--- src/rtl/clock_adjust_ctrl.sv ---
// Front-panel adjust sequencer: MODE steps a one-hot field select, UP/DOWN become hold-to-repeat pulses.
// All outputs registered (one cycle after the input edge). Define ADJ_TIMEOUT_EN for idle return to RUN.
module clock_adjust_ctrl #(
  parameter int HOLD_CYCLES    = 50_000_000,
  parameter int REPEAT_CYCLES  = 10_000_000,
  parameter int TIMEOUT_CYCLES = 500_000_000
) (
  input  logic       clk,
  input  logic       rst,
  input  logic       btn_mode,
  input  logic       btn_up,
  input  logic       btn_down,
  output logic [5:0] adj_sel,
  output logic       adj_up,
  output logic       adj_down,
  output logic       count_pause,
  output logic       adj_active
);

  localparam int HW = $clog2(HOLD_CYCLES + 1);
  localparam int RW = $clog2(REPEAT_CYCLES + 1);
  localparam logic [HW-1:0] HOLD_LAST = HW'(HOLD_CYCLES - 1);
  localparam logic [HW-1:0] HOLD_SAT  = HW'(HOLD_CYCLES);
  localparam logic [RW-1:0] REP_LAST  = RW'(REPEAT_CYCLES - 1);

  if (HOLD_CYCLES < 2 || REPEAT_CYCLES < 1 || TIMEOUT_CYCLES < 2) begin : g_param_check
    $error("clock_adjust_ctrl: cycle parameters out of range");
  end

  typedef enum logic [2:0] {
    S_RUN, S_SEC, S_MIN, S_HOUR, S_DAY, S_MON, S_YEAR
  } state_t;

  state_t        state_q, state_d;
  logic          prev_mode_q, prev_up_q, prev_down_q;
  logic          hold_up_q, hold_up_d;
  logic          hold_down_q, hold_down_d;
  logic [HW-1:0] hold_cnt_q, hold_cnt_d;
  logic [RW-1:0] rep_cnt_q, rep_cnt_d;
  logic [5:0]    sel_q, sel_d;
  logic          up_q, up_d;
  logic          down_q, down_d;
  logic          pause_q, pause_d;

  logic rise_mode, up_only, down_only, prev_up_only, prev_down_only;
  logic in_adj, fire;

`ifdef ADJ_TIMEOUT_EN
  localparam int TW = $clog2(TIMEOUT_CYCLES);
  localparam logic [TW-1:0] IDLE_LAST = TW'(TIMEOUT_CYCLES - 1);
  logic [TW-1:0] idle_cnt_q, idle_cnt_d;
`endif

  always_comb begin
    rise_mode      = btn_mode & ~prev_mode_q;
    up_only        = btn_up & ~btn_down;
    down_only      = btn_down & ~btn_up;
    prev_up_only   = prev_up_q & ~prev_down_q;
    prev_down_only = prev_down_q & ~prev_up_q;
    in_adj         = (state_q != S_RUN);

    state_d     = state_q;
    hold_up_d   = 1'b0;
    hold_down_d = 1'b0;
    hold_cnt_d  = '0;
    rep_cnt_d   = '0;
    up_d        = 1'b0;
    down_d      = 1'b0;
    fire        = 1'b0;

    // A mode edge wins over any UP/DOWN activity and drops the repeat context.
    if (rise_mode) begin
      case (state_q)
        S_RUN:   state_d = S_SEC;
        S_SEC:   state_d = S_MIN;
        S_MIN:   state_d = S_HOUR;
        S_HOUR:  state_d = S_DAY;
        S_DAY:   state_d = S_MON;
        S_MON:   state_d = S_YEAR;
        default: state_d = S_RUN;
      endcase
    end else if (in_adj) begin
      if (up_only && !prev_up_only) begin
        hold_up_d = 1'b1;
        up_d      = 1'b1;
      end else if (down_only && !prev_down_only) begin
        hold_down_d = 1'b1;
        down_d      = 1'b1;
      end else if ((hold_up_q && up_only) || (hold_down_q && down_only)) begin
        hold_up_d   = hold_up_q;
        hold_down_d = hold_down_q;
        // First pulse after HOLD_CYCLES, then every REPEAT_CYCLES once saturated.
        if (hold_cnt_q != HOLD_SAT) begin
          hold_cnt_d = hold_cnt_q + 1'b1;
          fire       = (hold_cnt_q == HOLD_LAST);
        end else begin
          hold_cnt_d = hold_cnt_q;
          if (rep_cnt_q == REP_LAST) begin
            fire = 1'b1;
          end else begin
            rep_cnt_d = rep_cnt_q + 1'b1;
          end
        end
        up_d   = fire & hold_up_q;
        down_d = fire & hold_down_q;
      end
    end

`ifdef ADJ_TIMEOUT_EN
    idle_cnt_d = '0;
    if (in_adj && !btn_mode && !btn_up && !btn_down) begin
      if (idle_cnt_q == IDLE_LAST) begin
        state_d = S_RUN;
      end else begin
        idle_cnt_d = idle_cnt_q + 1'b1;
      end
    end
`endif

    case (state_d)
      S_SEC:   sel_d = 6'b000001;
      S_MIN:   sel_d = 6'b000010;
      S_HOUR:  sel_d = 6'b000100;
      S_DAY:   sel_d = 6'b001000;
      S_MON:   sel_d = 6'b010000;
      S_YEAR:  sel_d = 6'b100000;
      default: sel_d = 6'b000000;
    endcase
    pause_d = (state_d != S_RUN);
  end

  always_ff @(posedge clk) begin
    if (rst) begin
      state_q     <= S_RUN;
      prev_mode_q <= 1'b0;
      prev_up_q   <= 1'b0;
      prev_down_q <= 1'b0;
      hold_up_q   <= 1'b0;
      hold_down_q <= 1'b0;
      hold_cnt_q  <= '0;
      rep_cnt_q   <= '0;
      sel_q       <= '0;
      up_q        <= 1'b0;
      down_q      <= 1'b0;
      pause_q     <= 1'b0;
`ifdef ADJ_TIMEOUT_EN
      idle_cnt_q  <= '0;
`endif
    end else begin
      state_q     <= state_d;
      prev_mode_q <= btn_mode;
      prev_up_q   <= btn_up;
      prev_down_q <= btn_down;
      hold_up_q   <= hold_up_d;
      hold_down_q <= hold_down_d;
      hold_cnt_q  <= hold_cnt_d;
      rep_cnt_q   <= rep_cnt_d;
      sel_q       <= sel_d;
      up_q        <= up_d;
      down_q      <= down_d;
      pause_q     <= pause_d;
`ifdef ADJ_TIMEOUT_EN
      idle_cnt_q  <= idle_cnt_d;
`endif
    end
  end

  assign adj_sel     = sel_q;
  assign adj_up      = up_q;
  assign adj_down    = down_q;
  assign count_pause = pause_q;
  assign adj_active  = pause_q;

endmodule

--- config.mk ---
export PLATFORM = sky130hd
export DESIGN_NAME = clock_adjust_ctrl
export DESIGN_NICKNAME = d
export VERILOG_FILES = /design/src/rtl/clock_adjust_ctrl.sv
export SDC_FILE = /design/constraint.sdc
export NUM_CORES = 1
export LEC_CHECK = 0
export CAP_MARGIN = 15
export CORE_ASPECT_RATIO = 1.5
export CORE_MARGIN = 4
export CORE_UTILIZATION = 50
export DETAILED_ROUTE_END_ITERATION = 10
export PLACE_DENSITY_LB_ADDON = 0.2
export SLEW_MARGIN = 20
export SYNTH_ARGS = -nofsm -noshare
export SYNTH_HDL_FRONTEND = slang
export SYNTH_SLANG_ARGS = --single-unit
--- constraint.sdc ---
create_clock -name clk -period 4.3 [get_ports clk]
set_clock_uncertainty 0.05 [all_clocks]
set_input_delay 0.43 -clock clk [delete_from_list [all_inputs] [get_ports clk]]
set_output_delay 0.43 -clock clk [all_outputs]
set_load 0.01 [all_outputs]
Word-level counts from Yosys, hierarchy flattened

Index checks and enable logic that the tools add are counted.

Flip-flop bits (word level): 67
Bits of input ports: 5
Output and inout bits: 10

Add/sub/neg operators: 2
Equal/unequal tests: 16
Muxes and demuxes: 19
Bitwise logic cells: 14
Reductions and logical operators: 14

Operator list:

| cell                  | count |
|---|---|
| $pmux 6 s6            | 1 |
| $add 26x1->26 const B | 1 |
| $eq 26x26->1 const B  | 1 |
| $ne 26x26->1 const B  | 1 |
| $add 24x1->24 const B | 1 |
| $eq 24x24->1 const B  | 1 |
| $pmux 3 s6            | 1 |
| $mux 1                | 16 |
| $eq 3x3->1 const B    | 5 |
| $eq 3x2->1 const B    | 4 |
| $reduce_or 8->1       | 1 |
| $and 1x1->1           | 7 |
| $not 1->1             | 7 |
| $eq 3x1->1 const B    | 2 |
| $reduce_bool 3->1     | 2 |
| $reduce_or 6->1       | 1 |
| $logic_and 1x1->1     | 4 |
| $reduce_or 4->1       | 1 |
| $logic_not 3->1       | 1 |
| $mux 3                | 1 |
| $ne 3x3->1 const B    | 1 |
| $reduce_or 3->1       | 1 |
| $logic_not 1->1       | 2 |
| $ne 2x2->1 const B    | 1 |
| $logic_or 1x1->1      | 1 |

Depth between registers and ports, before layout

Gate-level depths: netlist (run 1).

Word-level depth: 13
Depth in mapped cells: 7
Mapped depth without buffers: 6

Worst setup path after synthesis (run 1)

No wires, ideal clock.

Path kind: register to register
Start point: register rep_cnt_q[0]
End point: register rep_cnt_q[22]
Setup time: 0.086 ns
Arrival: 1.835 ns
Data required time: 4.164 ns
Slack: 2.329 ns
Cell stages (with the launch flop): 6
Buffers on the path: 0
Cells stage by stage: dfxtp_1 ha_1 nand3_1 or4_1 or4_1 a211oi_1

Word-level cells in the longest chain between the ends: 2
Elaborated cells between the ends (all ways): 3
Classes of those cells: add/sub: 1; eq/ne: 1; reduce/logical: 1

RTL lines:

| item                                                                  | line | source |
|---|---|---|
| start, declared                                                       | 39   | `logic [RW-1:0] rep_cnt_q, rep_cnt_d;` |
| start signal, assigned                                                | 157  | `rep_cnt_q <= rep_cnt_d;` |
| parallel branches: the longest is 2 deep, another holds $add 24x1->24 | n/a  |  |

Several ways; the timed one is not identified.
A chain may end at the register's enable or synchronous reset.

Final worst setup path (run 1)

Start point: register hold_cnt_q[0]
End point: register hold_cnt_q[24]

Word-level cells in the longest chain between the ends: 1
Elaborated cells between the ends (all ways): 2
Classes of those cells: add/sub: 1; eq/ne: 1

RTL lines:

| item                                                 | line   | source |
|---|---|---|
| start, declared                                      | 38     | `logic [HW-1:0] hold_cnt_q, hold_cnt_d;` |
| start signal, assigned                               | 156    | `hold_cnt_q <= hold_cnt_d;` |
| $add 26x1->26 / $ne 26x26->1 (equally long branches) | 94, 93 |  |

Parallel ways exist; a longest one is shown, timed or not.

==> results of run 1 <==
==> final cells by class <==
type,instances,area (µm²)
inverters,15,56.3
clock inverters,4,48.8
clock buffers,12,155
flip-flops and latches,67,1340
multi-input cells,261,1670
well taps,74,92.6
repair buffers,16,155
fillers,550,2610
==> power by group <==
part | switching [mW] | total, mW | leakage, nW | internal, mW
registers | 0.00422 | 0.630 | 0.541 | 0.626
logic | 0.0151 | 0.0322 | 0.315 | 0.0171
clock network | 0.236 | 0.535 | 0.106 | 0.299
==> logic make-up after synthesis <==
| logic type | Yosys count |
|---|---|
| xor+xnor | 26 |
| fa+ha+maj | 3 |
| flops | 67 |
| simple gates | 169 |
| compound gates | 63 |
| buf+inv | 36 |
==> sequential cells by signal, indices dropped and copies added (netlist names) <==
name and cells:
hold_up_q 1, adj_up 1, adj_active 1, rep_cnt_q 24, adj_sel 6, prev_up_q 1, hold_down_q 1, state_q 3
prev_down_q 1, hold_cnt_q 26, adj_down 1, prev_mode_q 1
==> cell usage after synthesis, types with 2 or more instances <==
cell type	number	share of area [%]
ha_1	3	1.2
or3_1	12	2.4
nor4b_1	3	0.83
nor3_1	25	4.0
a21boi_0	2	0.48
nand4_1	16	3.2
a31oi_1	2	0.40
a21oi_1	19	3.0
nor4bb_1	3	0.95
nor2_1	22	2.6
nand3_1	16	2.5
nor2b_1	8	1.6
nand2b_1	3	0.60
and3b_1	2	0.56
nand2_1	17	2.0
and2_1	2	0.40
and4_1	2	0.56
dfxtp_1	67	43
clkbuf_1	18	2.1
and3_1	3	0.60
xor2_1	5	1.4
nor4_1	11	2.2
a211oi_1	10	2.4
o21a_1	2	0.48
or4_4	2	0.72
xnor2_1	21	5.8
o31ai_1	15	3.6
o21ai_0	8	1.3
or4_1	17	4.1
inv_1	15	1.8
==> through the flow <==
| stage | setup WS [ps] | hold slack (ps) | total power, mW | instance area, µm² |
|---|---|---|---|---|
| 3_5_place_dp | 1880 | 436 | 0.677 | 3310 |
| 6_report | 2110 | 450 | 1.20 | 3520 |
| 3_3_place_gp | 1950 | 406 | 0.676 | 3310 |
| 4_1_cts | 2100 | 446 | 1.21 | 3520 |
| 2_1_floorplan | 2330 | 397 | 0.664 | 3150 |
| 5_1_grt | 1960 | 459 | 1.24 | 3520 |
==> worst max-delay path by stage <==
stage             startpoint        endpoint  slack (ps)  depth (start not counted)
3_5_place_dp        btn_mode   rep_cnt_q[18]        1880                          6
6_report       hold_cnt_q[0]  hold_cnt_q[24]        2110                          5
4_1_cts        hold_cnt_q[0]  hold_cnt_q[24]        2100                          5
5_1_grt        hold_cnt_q[1]  hold_cnt_q[24]        1960                          5
2_1_floorplan   rep_cnt_q[0]   rep_cnt_q[22]        2330                          5
3_3_place_gp        btn_mode   rep_cnt_q[15]        1950                          6
==> per-layer routing <==
layer	vias up	part of all wire, %	wire [µm]
met5	-	0	0
met4	0	2.4	148
met3	14	2.8	174
met2	40	48	3030
met1	1246	47	2920
li1	1360	-	-
==> worst register-to-register path: stages (launching register included) <==
cell,delay (ps)
dfxtp_1,400
ha_1,190
nand3_1,200
or3_1,590
or4_1,460
a211oi_1,220
==> results.toml, run 1 <==
[outcome]
outcome = "finished, final reports clean"

[floorplan]
core_um2 = 6130
fp.dieW_um = 72.8
fp.dieArea_um2 = 7660
dieHeight_um = 105
start_util_pct = 51.4
placementRows = 35
ios = 15

[sta]
worst_pin_slew_ps = 534
final.min_clock_period_ps = 2190
setup_viol = 0
max_clock_freq_ghz = 0.457
rsz0062_at_grt = "no"
fin_setup_tns_ps = 0
hold_viol_final = 0
slew_viol_final = 0
slew_headroom_pct = 63.5
post-route-period-util_pct = 50.8

[routing]
drt_iter0_drc = 153
wl_per_cell_um = 14.0
wl_um = 6270
remaining_drc_errors = 0
drtPass1Iterations = 4
ant_nets = 0
dr_total_vias = 2660
viasPerCell = 5.92

[cts]
cts_setup_buffers = 0
clkTransAtPathRegs_ps = 70
ctsHtreeMaxLevel = 3
hold_buffers = 0
cts_num_sinks = 67
cts-buffers-inserted = 9
cts_root_buf = "clkbuf_8"
cts_tree = "done"
cts_max_path_buffers = 2
cts_resized = 0
clk_latency_ps = 340

[final_layout]
instances_no_fill = 449
synthToLayoutAreaGrowth_pct = 11.7
final_cell_mix = "dfxtp_1 (67), nor3_1 (25), nor2_1 (22), xnor2_1 (21), a21oi_1 (19)"
diodes = 0
layout_commonest_cell = "dfxtp_1"
final_nets = 378
final_util_pct = 57.4
drive_above_1_share_pct = 6.67

[setup_path]
worstPathRequired_ps = 4510
crit_family = "simple AND/OR/NAND/NOR gates"
slowest_stage = "or3_1"
path_buf_inv = 0
path_max_fanout = 11
path_cells = "ha_1, nand3_1, or3_1, or4_1, a211oi_1"
endpoint_kind = "flip-flop"
r2r-start = "hold_cnt_q[0]"
path_class = "reg2reg"
r2r-end = "hold_cnt_q[24]"
cp_slowest_stage_delay_ps = 590
reg2regPathDepth = 5
rrSetupSlack_ps = 2110
arrival_ps = 2400
start_kind = "flip-flop"

[synth]
synth_compound_area_share_pct = 13.1
yosysSeqAreaShare_pct = 42.6
synth-seq-cells = 67
ys_warn_count = 0
yosys.area_share.simple_pct = 31.5
synth_flop_cell = "dfxtp_1"
netlist_area_um2 = 3150
synth_edf_count = 0
syn_area_per_cell_um2 = 8.65
synth_fa_ha_area_share_pct = 1.19
synthArstFlopShare_pct = 0
synthXorXnorAreaFrac_pct = 7.23
synthMuxAreaShare_pct = 0
synth_fp_nets = 372
synthCells = 364
synth_top_family_by_area = "simple AND/OR/NAND/NOR gates"
yosysUniqueCellTypes = 43

[global_routing]
globalRouteMet2Util_pct = 28.8
grtUsageTotal_pct = 18.0
antenna_found_initial = 0
met3_usage_pct = 4.43
grt_max_degree = 51
grt_pass1_vias = 2496
busiest_layer = "met2"
overflow = 0
grt_pass1_wl_um = 11000
gr-usage-met1_pct = 21.1

[place]
detailed_place_hpwl_um = 4250
gp_congestion = 0.829
placedCellCount = 433
port_buffers = 14

[power]
leakage_nw = 0.963
vdd_drop_max_v = 0.000255
pwr_density_cell_nw_per_um2 = 340

[hold_path]
hold_depth = 2
min-delay-start = "hold_cnt_q[19]"
holdPathEnd = "hold_cnt_q[19]"
min_path_type = "reg2reg"

[run]
cap_violations = 0
Note: power is estimated with default switching activity, not from simulation.
==> run 2, diff against run 1 <==
clock period = 2.2 ns   (was 4.3 ns; I/O delays follow)
==> run 2 against run 1 <==
  * Register-to-register slack lost 2000 ps
  * Non-clock buffer count is 15 higher
  * Worst setup slack worse by 2000 ps
  * Combinational power up 110%
  * Final area increased by 5.5%
  * Global-route usage is 0.57 points higher
  * First-iteration DRC count down 4.6%
  * Clock power increased by 140%
  * Sequential share of layout area shrank 2.0 points
  * Critical path type unchanged
  * Largest cell class unchanged
==> results.toml, run 2 (same netlist as run 1, synthesis figures left out) <==
[outcome]
outcome = "finished, final reports clean"

[power]
p_sw_mw = 0.546
internal-power_mw = 2.02
finalPower_mw = 2.57
combPwrFrac_pct = 2.6
seqPwrFrac_pct = 47.9
pwr_density_cell_nw_per_um2 = 692
leakage_nw = 1.07
switching_share_pct = 21.3
vdd_drop_max_v = 0.000357
pwr-share-clk_pct = 49.4

[routing]
ant_nets = 0
wl_per_cell_um = 14.2
viasPerCell = 6.00
dr_total_vias = 2782
wl_um = 6580
drtPass1Iterations = 4
remaining_drc_errors = 0
drt_iter0_drc = 146

[setup_path]
path_class = "reg2reg"
arrival_ps = 2250
slowest_stage = "or4_1"
crit_top_cell = "or4_1"
worstPathRequired_ps = 2410
path_max_fanout = 3
start_kind = "flip-flop"
cp_slowest_stage_delay_ps = 570
crit_family = "simple AND/OR/NAND/NOR gates"
path_cells = "ha_1, nand3_1, or4_1, or4_1, a211oi_1"
path_buf_inv = 0
endpoint_kind = "flip-flop"

[sta]
fin_setup_tns_ps = 0
post-route-period-util_pct = 93.0
slew_headroom_pct = 68.3
setup_viol = 0
max_clock_freq_ghz = 0.489
worst_pin_slew_ps = 475
final.min_clock_period_ps = 2050
slew_viol_final = 0
hold_viol_final = 0

[cts]
cts_num_sinks = 67
clk_latency_ps = 350
clkTransAtPathRegs_ps = 80
ctsHtreeMaxLevel = 3
cts_setup_buffers = 0
hold_buffers = 0
cts-buffers-inserted = 9
cts_max_path_buffers = 2
cts_tree = "done"
cts_root_buf = "clkbuf_8"

[floorplan]
core_um2 = 6130
fp.dieW_um = 72.8
fp.dieArea_um2 = 7660
start_util_pct = 51.4
dieHeight_um = 105
placementRows = 35
ios = 15

[global_routing]
grtUsageTotal_pct = 18.6
grt_pass1_wl_um = 11500
overflow = 0
grt_pass1_vias = 2605
grt_max_degree = 38
antenna_found_initial = 0

[final_layout]
final_nets = 393
layout_commonest_cell = "dfxtp_1"
diodes = 0
final_util_pct = 60.5
synthToLayoutAreaGrowth_pct = 17.8
largest_register = "hold_cnt_q"
largest_reg_flops = 26
final_cell_mix = "dfxtp_1 (67), nor3_1 (25), nor2_1 (22), xnor2_1 (21), a21oi_1 (19)"
drive_above_1_share_pct = 11.0

[place]
gp_congestion = 0.836
detailed_place_hpwl_um = 4530
port_buffers = 14

[hold_path]
min_path_type = "in2reg"

[run]
cap_violations = 0
## run 2: cell types whose count changed in the layout (fill, tap and decap cells not counted), moves of 2 or more
cell       delta
clkinv_4      +2
clkinv_2      -2
clkbuf_8      -2
buf_4        +13
bufinv_16     +2
buf_12        +2
## run 2: worst paths after layout
path / start / endpoint / slack, ps / cells after the start
max reg2reg: rep_cnt_q[1] / rep_cnt_q[22] / 150 / 5
max: rep_cnt_q[1] / rep_cnt_q[22] / 150 / 5
min: btn_mode / prev_mode_q / 430 / 2
min reg2reg: hold_cnt_q[25] / hold_cnt_q[25] / 440 / 2
## run 2: cell type report
| cell class | instances | area [µm²] |
|---|---|---|
| clock inverters | 7 | 125 |
| repair buffers | 31 | 293 |
| clock buffers | 9 | 124 |
| flip-flops and latches | 67 | 1340 |
| well taps | 74 | 92.6 |
| inverters | 15 | 56.3 |
| multi-input cells | 261 | 1680 |
| fillers | 554 | 2420 |
## run 2: repair_timing
item / CTS / global route
endpoints found under the setup margin: 0 / 6
endpoints found under the hold margin: 0 / 0
resized for setup: 0 / 3
## run 2: per-stage QoR
step,cell area [µm²],worst slack (ps),cells,hold slack [ps]
finish,3710,154,464,430
global route,3710,-13.1,464,445
CTS,3700,64.4,464,417
detailed placement,3450,5.33,448,427
global placement,3450,101,448,407
floorplan,3150,229,364,247
## run 2: metal layers
metal	up-vias	routed length (µm)	track usage (%)	part of all wire, %
met2	50	3360	30.5	51
met4	0	124	9.23	1.9
met3	13	227	4.91	3.4
met5	-	0	0	0
li1	1395	-	-	-
met1	1324	2870	21.8	44
## run 2: worst register-to-register path, delay by kind of cell (launching register included)
family,cells,cell delay (ps)
flops,1,400
compound gates,1,240
fa+ha+maj,1,200
simple gates,3,1090
## run 2: power by group through the flow
stage	clock (mW)	combinational (mW)	sequential (mW)
after detailed placement	0	0.0669	1.26
after floorplan	0	0.0399	1.26
after CTS	1.30	0.0672	1.23
after global routing	1.35	0.0748	1.23
final	1.27	0.0671	1.23
after global placement	0	0.0664	1.26
==> run 3, diff against run 2 <==
clock period = 1.9 ns   (was 2.2 ns; I/O delays follow)
==> run 3 against run 2 <==
  * Final cell count grew 15%
  * Non-clock buffer count grew 70
  * Critical path depth is the same
  * Sequential cell count is the same
  * First-iteration DRC count shrank 4.8%
  * Register-to-register slack lost 150 ps
  * Final area grew 21%
  * Hold slack gained 6.9 ps
  * Total power grew 15%
  * Die area is the same
  * Largest power group unchanged
==> results.toml, run 3 (same netlist as run 1, synthesis figures left out) <==
[power]
seqPwrFrac_pct = 48.0
leakage_nw = 1.45
pwr_density_cell_nw_per_um2 = 655
internal-power_mw = 2.33
pwr-share-clk_pct = 48.7
vdd_drop_max_v = 0.000576
switching_share_pct = 20.9
combPwrFrac_pct = 3.2
p_sw_mw = 0.616

[floorplan]
fp.dieW_um = 72.8
dieHeight_um = 105
fp.dieArea_um2 = 7660
placementRows = 35
core_um2 = 6130
ios = 15
start_util_pct = 51.4

[final_layout]
largest_reg_flops = 26
largest_register = "hold_cnt_q"
final_nets = 463
fillers = 430
final_area_um2 = 4500
synthToLayoutAreaGrowth_pct = 42.8
diodes = 0
final_cell_mix = "buf_4 (78), dfxtp_1 (41), nor3_1 (24), nor2_1 (22), dfxtp_2 (22)"
layout_commonest_cell = "buf_4"
instances_no_fill = 534
drive_above_1_share_pct = 37.2

[routing]
ant_nets = 0
drtPass1Iterations = 4
remaining_drc_errors = 0
wl_um = 8070
drt_iter0_drc = 139
viasPerCell = 5.78
dr_total_vias = 3087
wl_per_cell_um = 15.1

[sta]
post-route-period-util_pct = 99.8
max_clock_freq_ghz = 0.527
hold_slack_ps = 437
slew_headroom_pct = 70.1
rsz0062_at_grt = "yes"
slew_viol_final = 0
setup_viol = 0
fin_setup_tns_ps = 0
hold_viol_final = 0
worst_pin_slew_ps = 442
final.min_clock_period_ps = 1900

[run]
cap_violations = 0

[global_routing]
grt_pass1_wl_um = 12700
overflow = 0
grtUsageTotal_pct = 20.7
grt_max_degree = 31
antenna_found_initial = 0
grt_pass1_vias = 2981

[cts]
ctsHtreeMaxLevel = 3
hold_buffers = 0
cts_root_buf = "clkbuf_8"
clk_latency_ps = 350
cts_num_sinks = 67
cts_tree = "done"
cts-buffers-inserted = 9
cts_max_path_buffers = 2
clkTransAtPathRegs_ps = 80

[setup_path]
worstPathRequired_ps = 2120
path_max_fanout = 2
r2r-start = "rep_cnt_q[0]"
start_kind = "flip-flop"
path_class = "reg2reg"
reg2regPathDepth = 5
rrSetupSlack_ps = 3
endpoint_kind = "flip-flop"
arrival_ps = 2120
r2r-end = "rep_cnt_q[22]"

[place]
port_buffers = 14
placedCellCount = 505
gp_congestion = 0.842
detailed_place_hpwl_um = 5280
place_area_um2 = 3900

[hold_path]
min_path_type = "reg2reg"
hold_depth = 2
min-delay-start = "hold_cnt_q[25]"
holdPathEnd = "hold_cnt_q[25]"

[outcome]
outcome = "finished, final reports clean"
## run 3: cell types whose count changed in the layout (fill, tap and decap cells not counted), sizes merged
| cell | delta |
|---|---|
| inv | -1 |
| buf | +70 |
| clkinvlp | +1 |
## run 3: worst max-delay path, stage by stage, from the launching register on
cell,delay (ps)
dfxtp_2,350
ha_4,150
nand3_4,80
or4_4,550
or4_4,430
a211oi_2,220
## run 3: per-layer routing
layer | GRT usage, % | vias up | share of wire [%]
li1 | - | 1534 | -
met1 | 23.1 | 1478 | 41
met2 | 36.2 | 63 | 53
met3 | 5.10 | 12 | 3.5
met4 | 8.97 | 0 | 1.9
met5 | 0 | - | 0
## run 3: how the worst max path moves through the flow
| stage | end | depth (start not counted) | slack [ps] | start |
|---|---|---|---|---|
| CTS | rep_cnt_q[22] | 5 | -20 | rep_cnt_q[1] |
| floorplan | rep_cnt_q[22] | 5 | -2 | rep_cnt_q[0] |
| detailed placement | rep_cnt_q[16] | 7 | -80 | btn_up |
| finish | rep_cnt_q[22] | 5 | 3 | rep_cnt_q[0] |
| global route | rep_cnt_q[17] | 6 | -60 | rep_cnt_q[10] |
| global placement | hold_cnt_q[20] | 8 | -30 | btn_up |
## run 3: final cells by class
class / instances / area (µm²) / area share, %
tap: 74 / 92.6 / 2.06
inverter: 15 / 56.3 / 1.25
multi-input combinational: 261 / 1880 / 41.9
sequential: 67 / 1380 / 30.8
clock buffer: 9 / 124 / 2.75
timing repair buffer: 101 / 841 / 18.7
clock inverter: 7 / 116 / 2.59
## run 3: stage by stage
step / worst slack [ps] / utilization (%) / power [mW]
final: 3.18 / 73.4 / 2.95
after global routing: -59.0 / 73.4 / 3.03
after CTS: -20.1 / 70.2 / 2.97
after detailed placement: -82.6 / 63.6 / 1.55
after global placement: -28.7 / 63.6 / 1.54
after floorplan: -2.41 / - / 1.50
## run 3: timing repair
item / in CTS / in global routing
setup endpoints to repair: 11 / 38
cloned: 0 / 2
gates resized for setup: 31 / 44
pin swaps: 7 / 23
setup buffers: 6 / 6
## run 3: power groups by stage
stage / clock, mW / combinational, mW / sequential [mW]
2_1_floorplan: 0 / 0.0463 / 1.46
3_3_place_gp: 0 / 0.0908 / 1.45
3_5_place_dp: 0 / 0.0918 / 1.45
4_1_cts: 1.45 / 0.0929 / 1.42
5_1_grt: 1.51 / 0.104 / 1.42
6_report: 1.44 / 0.0957 / 1.41
==> variant 1 (flow settings as in run 1) <==
Re-encode `state_t` (7 states) as one-hot, 7 bits wide.
--- a/src/rtl/clock_adjust_ctrl.sv
+++ b/src/rtl/clock_adjust_ctrl.sv
@@ -29,4 +29,4 @@
 
-  typedef enum logic [2:0] {
-    S_RUN, S_SEC, S_MIN, S_HOUR, S_DAY, S_MON, S_YEAR
+  typedef enum logic [6:0] {
+    S_RUN = 7'b0000001, S_SEC = 7'b0000010, S_MIN = 7'b0000100, S_HOUR = 7'b0001000, S_DAY = 7'b0010000, S_MON = 7'b0100000, S_YEAR = 7'b1000000
   } state_t;
Check against the original RTL: same outputs for any inputs over 10 cycles, from zero or initial values and one cycle with rst high; not proved beyond that.
==> variant 1 against run 1 <==
Power rose by 7.5%. Final area rose by 11%. Synthesized area rose by 12%. Via count rose by 14%. Wire length rose by 23%. Sequential power rose by 6.8%. Synthesized cell count rose by 14%. Sequential cell count rose by 4. Setup slack got worse by 0.30 ns. First-iteration DRC count fell by 22%. Utilization fell by 0.45 points.
==> variant 1: results (changes against run 1) <==
{
  "pwr": {
    "ir_drop": {"value": 269, "unit": "µV", "change": "+5.5%"},
    "leakage": {"value": 1.12, "unit": "nW", "change": "+16%"}
  },
  "placed_design": {
    "minimum_setup_slack_after_placement": {"value": 1.43, "unit": "ns", "change": "-0.443 ns"},
    "gp_routability_congestion": {"value": 0.841, "change": "+1.5%"},
    "dp.final_hpwl": {"value": 5340, "unit": "µm", "change": "+26%"},
    "place.detailed.instances": {"value": 485, "change": "+12%"},
    "placed_area": {"value": 3690, "unit": "µm²", "change": "+11%"}
  },
  "global_route": {
    "grt_start_max_net_pins": {"value": 36, "change": "-29%"},
    "use_met2": {"value": 33.6, "unit": "%", "change": "+4.8 points"},
    "grt_pass1_vias": {"value": 2963, "change": "+19%"},
    "met1_global_route_usage": {"value": 21.4, "unit": "%", "change": "+0.24 points"},
    "wire_length_of_the_first_global_routing_pass": {"value": 13300, "unit": "µm", "change": "+21%"},
    "use_met3": {"value": 4.07, "unit": "%", "change": "-0.36 points"},
    "track_usage": {"value": 19.1, "unit": "%", "change": "+1.0 points"},
    "grt_antenna_before_repair": {"value": 0, "change": "unchanged"}
  },
  "critical_path": {
    "cp_slowest_stage_delay_ns": 0.60,
    "critical-path-slowest-cell": "sky130_fd_sc_hd__nand4_1",
    "timing.critical_path.from": "btn_down",
    "rrSetupSlack": {"value": 1.82, "unit": "ns", "change": "-0.29 ns"},
    "path_max_fanout": {"value": 35, "change": "+24"},
    "reg2reg_depth": {"value": 6, "change": "+1"},
    "timing.critical_path.arrival": {"value": 2.69, "unit": "ns", "change": "+0.29 ns"},
    "worstSetupPathType": "in2reg"
  },
  "outcome": {
    "status": "complete, no violations"
  },
  "yosys": {
    "yosys-top-cells-count": "sky130_fd_sc_hd__dfxtp_1, sky130_fd_sc_hd__nor3_1, sky130_fd_sc_hd__nor2_1",
    "yosys-top-cells-area": "sky130_fd_sc_hd__dfxtp_1, sky130_fd_sc_hd__nor3_1, sky130_fd_sc_hd__xnor2_1",
    "yosysSeqAreaShare": {"value": 40.2, "unit": "%", "change": "-2.4 points"}
  },
  "routing": {
    "route.detailed.wl_per_inst": {"value": 15.3, "unit": "µm", "change": "+9.8%"},
    "routed-wl-met2": {"value": 4080, "unit": "µm", "change": "+35%"},
    "initial_drc_count": {"value": 120, "change": "-22%"},
    "route.met3.wl": {"value": 110, "unit": "µm", "change": "-37%"},
    "detail_route.wirelength.met1": {"value": 3310, "unit": "µm", "change": "+14%"},
    "drt_first_pass_iters": {"value": 6, "change": "+2"},
    "finalWirelength": {"value": 7680, "unit": "µm", "change": "+23%"}
  },
  "layout": {
    "nNetsFinal": {"value": 426, "change": "+13%"},
    "final_layout_size_suffix_gt1_share": {"value": 6.15, "unit": "%", "change": "-0.52 points"},
    "filler_cell_count": {"value": 644, "change": "+17%"}
  },
  "sta": {
    "slew_headroom": {"value": 45.9, "unit": "%", "change": "-18 points"},
    "hold_ws": {"value": 0.439, "unit": "ns", "change": "-0.0112 ns"}
  },
  "hold_path": {
    "hold_end": "hold_cnt_q[25]",
    "worstHoldStart": "hold_cnt_q[25]"
  }
}
-- variant 1: where the power goes --
part           internal [W]  switching, W   total, W
Sequential         0.000663    0.00000929   0.000673
Combinational     0.0000263     0.0000279  0.0000543
Clock              0.000316      0.000243   0.000559
Total               0.00101      0.000280    0.00129
-- variant 1: layout make-up --
| type | instances | area share, % |
|---|---|---|
| multi-input cells | 308 | 50.3 |
| clock buffers | 14 | 4.43 |
| well taps | 78 | 2.50 |
| flip-flops and latches | 71 | 36.4 |
| clock inverters | 2 | 0.962 |
| repair buffers | 15 | 4.11 |
| inverters | 13 | 1.25 |
-- variant 1: cells by family (layout without fill, tap and decap cells) --
group	count (synthesis)	in the layout	share of synthesized area, %
AND/OR/NAND/NOR	197	197	32.6
buffers and inverters	36	44	4.25
XOR/XNOR	25	25	6.20
flip-flops	71	71	40.2
AO/OA/AOI/OAI	83	83	15.6
adder cells (fa/ha/maj)	3	3	1.06
==> variant 2 (config.mk and constraints of run 1) <==
Made on the original files. Change the parameter `HOLD_CYCLES` from 50_000_000 to 200_000_000.
--- a/src/rtl/clock_adjust_ctrl.sv
+++ b/src/rtl/clock_adjust_ctrl.sv
@@ -3,3 +3,3 @@
 module clock_adjust_ctrl #(
-  parameter int HOLD_CYCLES    = 50_000_000,
+  parameter int HOLD_CYCLES    = 200_000_000,
   parameter int REPEAT_CYCLES  = 10_000_000,
Check against the original RTL: no difference found for any inputs over 10 cycles, from zero or initial values and one cycle with rst high; that may be too few to reach the edited logic, so the function may still have changed.
==> variant 2 against run 1 <==
Power fell by 3.2%. Setup slack got worse by 0.49 ns. Clock power fell by 11%. Final area fell by 4.9%. Non-clock buffer count fell by 1. Sequential power rose by 3%. Register-to-register slack got worse by 0.36 ns. Synthesized area fell by 4.8%. Sequential cell count rose by 2. Combinational power fell by 4%. Sequential share of layout area rose by 3.2 points. Global-route usage fell by 2.4 points. Count of clock-buffer cells in the layout did not move. Wire length fell by 16%.
==> variant 2: results (changes against run 1) <==
{
  "outcome": {
    "status": "complete, no violations"
  },
  "global_route": {
    "grt_pass1_vias": {"value": 2203, "change": "-12%"},
    "use_met2": {"value": 26.9, "unit": "%", "change": "-1.9 points"},
    "wire_length_of_the_first_global_routing_pass": {"value": 9160, "unit": "µm", "change": "-17%"},
    "track_usage": {"value": 15.6, "unit": "%", "change": "-2.4 points"},
    "use_met3": {"value": 3.32, "unit": "%", "change": "-1.1 points"},
    "grt_start_max_net_pins": {"value": 30, "change": "-41%"}
  },
  "routing": {
    "finalWirelength": {"value": 5290, "unit": "µm", "change": "-16%"},
    "route.met3.wl": {"value": 109, "unit": "µm", "change": "-37%"},
    "routed-wl-met2": {"value": 2630, "unit": "µm", "change": "-13%"},
    "initial_drc_count": {"value": 100, "change": "-35%"}
  },
  "pwr": {
    "internal_power": {"value": 0.000914, "unit": "W", "change": "-2.9%"},
    "pg_clk": {"value": 0.000477, "unit": "W", "change": "-11%"},
    "post-layout-total-power": {"value": 0.00116, "unit": "W", "change": "-3.2%"},
    "leakage": {"value": 1.04, "unit": "nW", "change": "+7.7%"}
  },
  "yosys": {
    "number_of_distinct_library_cells_after_synthesis": {"value": 37, "change": "-14%"},
    "yosysSeqAreaShare": {"value": 46.1, "unit": "%", "change": "+3.5 points"},
    "yosys-top-cells-area": "sky130_fd_sc_hd__dfxtp_1, sky130_fd_sc_hd__xor2_1, sky130_fd_sc_hd__nor2_1",
    "net_count_after_synthesis": {"value": 351, "change": "-5.6%"},
    "yosys-top-cells-count": "sky130_fd_sc_hd__dfxtp_1, sky130_fd_sc_hd__nor2_1, sky130_fd_sc_hd__xor2_1"
  },
  "critical_path": {
    "worst_r2r_startpoint": "hold_cnt_q[14]",
    "timing.critical_path.to": "rep_cnt_q[18]",
    "cp_slowest_stage_delay": {"value": 0.74, "unit": "ns", "change": "+0.15 ns"},
    "timing.critical_path.arrival": {"value": 2.82, "unit": "ns", "change": "+0.42 ns"},
    "path_max_fanout": {"value": 29, "change": "+18"},
    "rrSetupSlack": {"value": 1.75, "unit": "ns", "change": "-0.36 ns"}
  },
  "sta": {
    "max_slew.worst_pin.slew": {"value": 0.927, "unit": "ns", "change": "+0.392 ns"},
    "timing.final.crit_share": {"value": 62.2, "unit": "%", "change": "+11 points"},
    "hold_ws": {"value": 0.417, "unit": "ns", "change": "-0.0327 ns"}
  },
  "layout": {
    "final_layout_size_suffix_gt1_share": {"value": 6.39, "unit": "%", "change": "-0.28 points"},
    "nNetsFinal": {"value": 364, "change": "-3.7%"},
    "filler_cell_count": {"value": 517, "change": "-6.0%"},
    "largest_reg_flops": {"value": 28, "change": "+7.7%"},
    "post-route-cell-area": {"value": 3340, "unit": "µm²", "change": "-4.9%"}
  },
  "hold_path": {
    "holdPathStages": {"value": 1, "change": "-1"},
    "worstHoldStart": "rep_cnt_q[0]"
  },
  "placed_design": {
    "gp_routability_congestion": {"value": 0.753, "change": "-9.2%"},
    "placed_area": {"value": 3160, "unit": "µm²", "change": "-4.6%"}
  }
}
## variant 2: cell types whose count changed after synthesis, sizes merged, moves of 10 or more
cell	delta
nor2	+39
xor2	+27
o31ai	-15
or4	-18
a21oi	-11
clkbuf	-10
a211oi	-11
nor3	-12
## variant 2: cell families (layout without fill, tap and decap cells)
| family | count (synthesis) | in the layout | synth area share, % |
|---|---|---|---|
| AOI/OAI and AO/OA | 20 | 20 | 3.84 |
| xor gates and xnor gates | 47 | 47 | 13.7 |
| adders and majority gates | 3 | 3 | 1.25 |
| buffers and inverters | 21 | 38 | 3.55 |
| DFF | 69 | 69 | 46.1 |
| muxes | 2 | 2 | 0.668 |
| and+or+nand+nor | 181 | 181 | 30.9 |
## variant 2: final cells by class
class | count | area share (%)
Clock buffer | 12 | 4.94
Clock inverter | 3 | 0.599
Inverter | 8 | 0.898
Multi-Input combinational cell | 253 | 45.2
Sequential cell | 69 | 41.3
Tap cell | 72 | 2.69
Timing Repair Buffer | 15 | 4.41
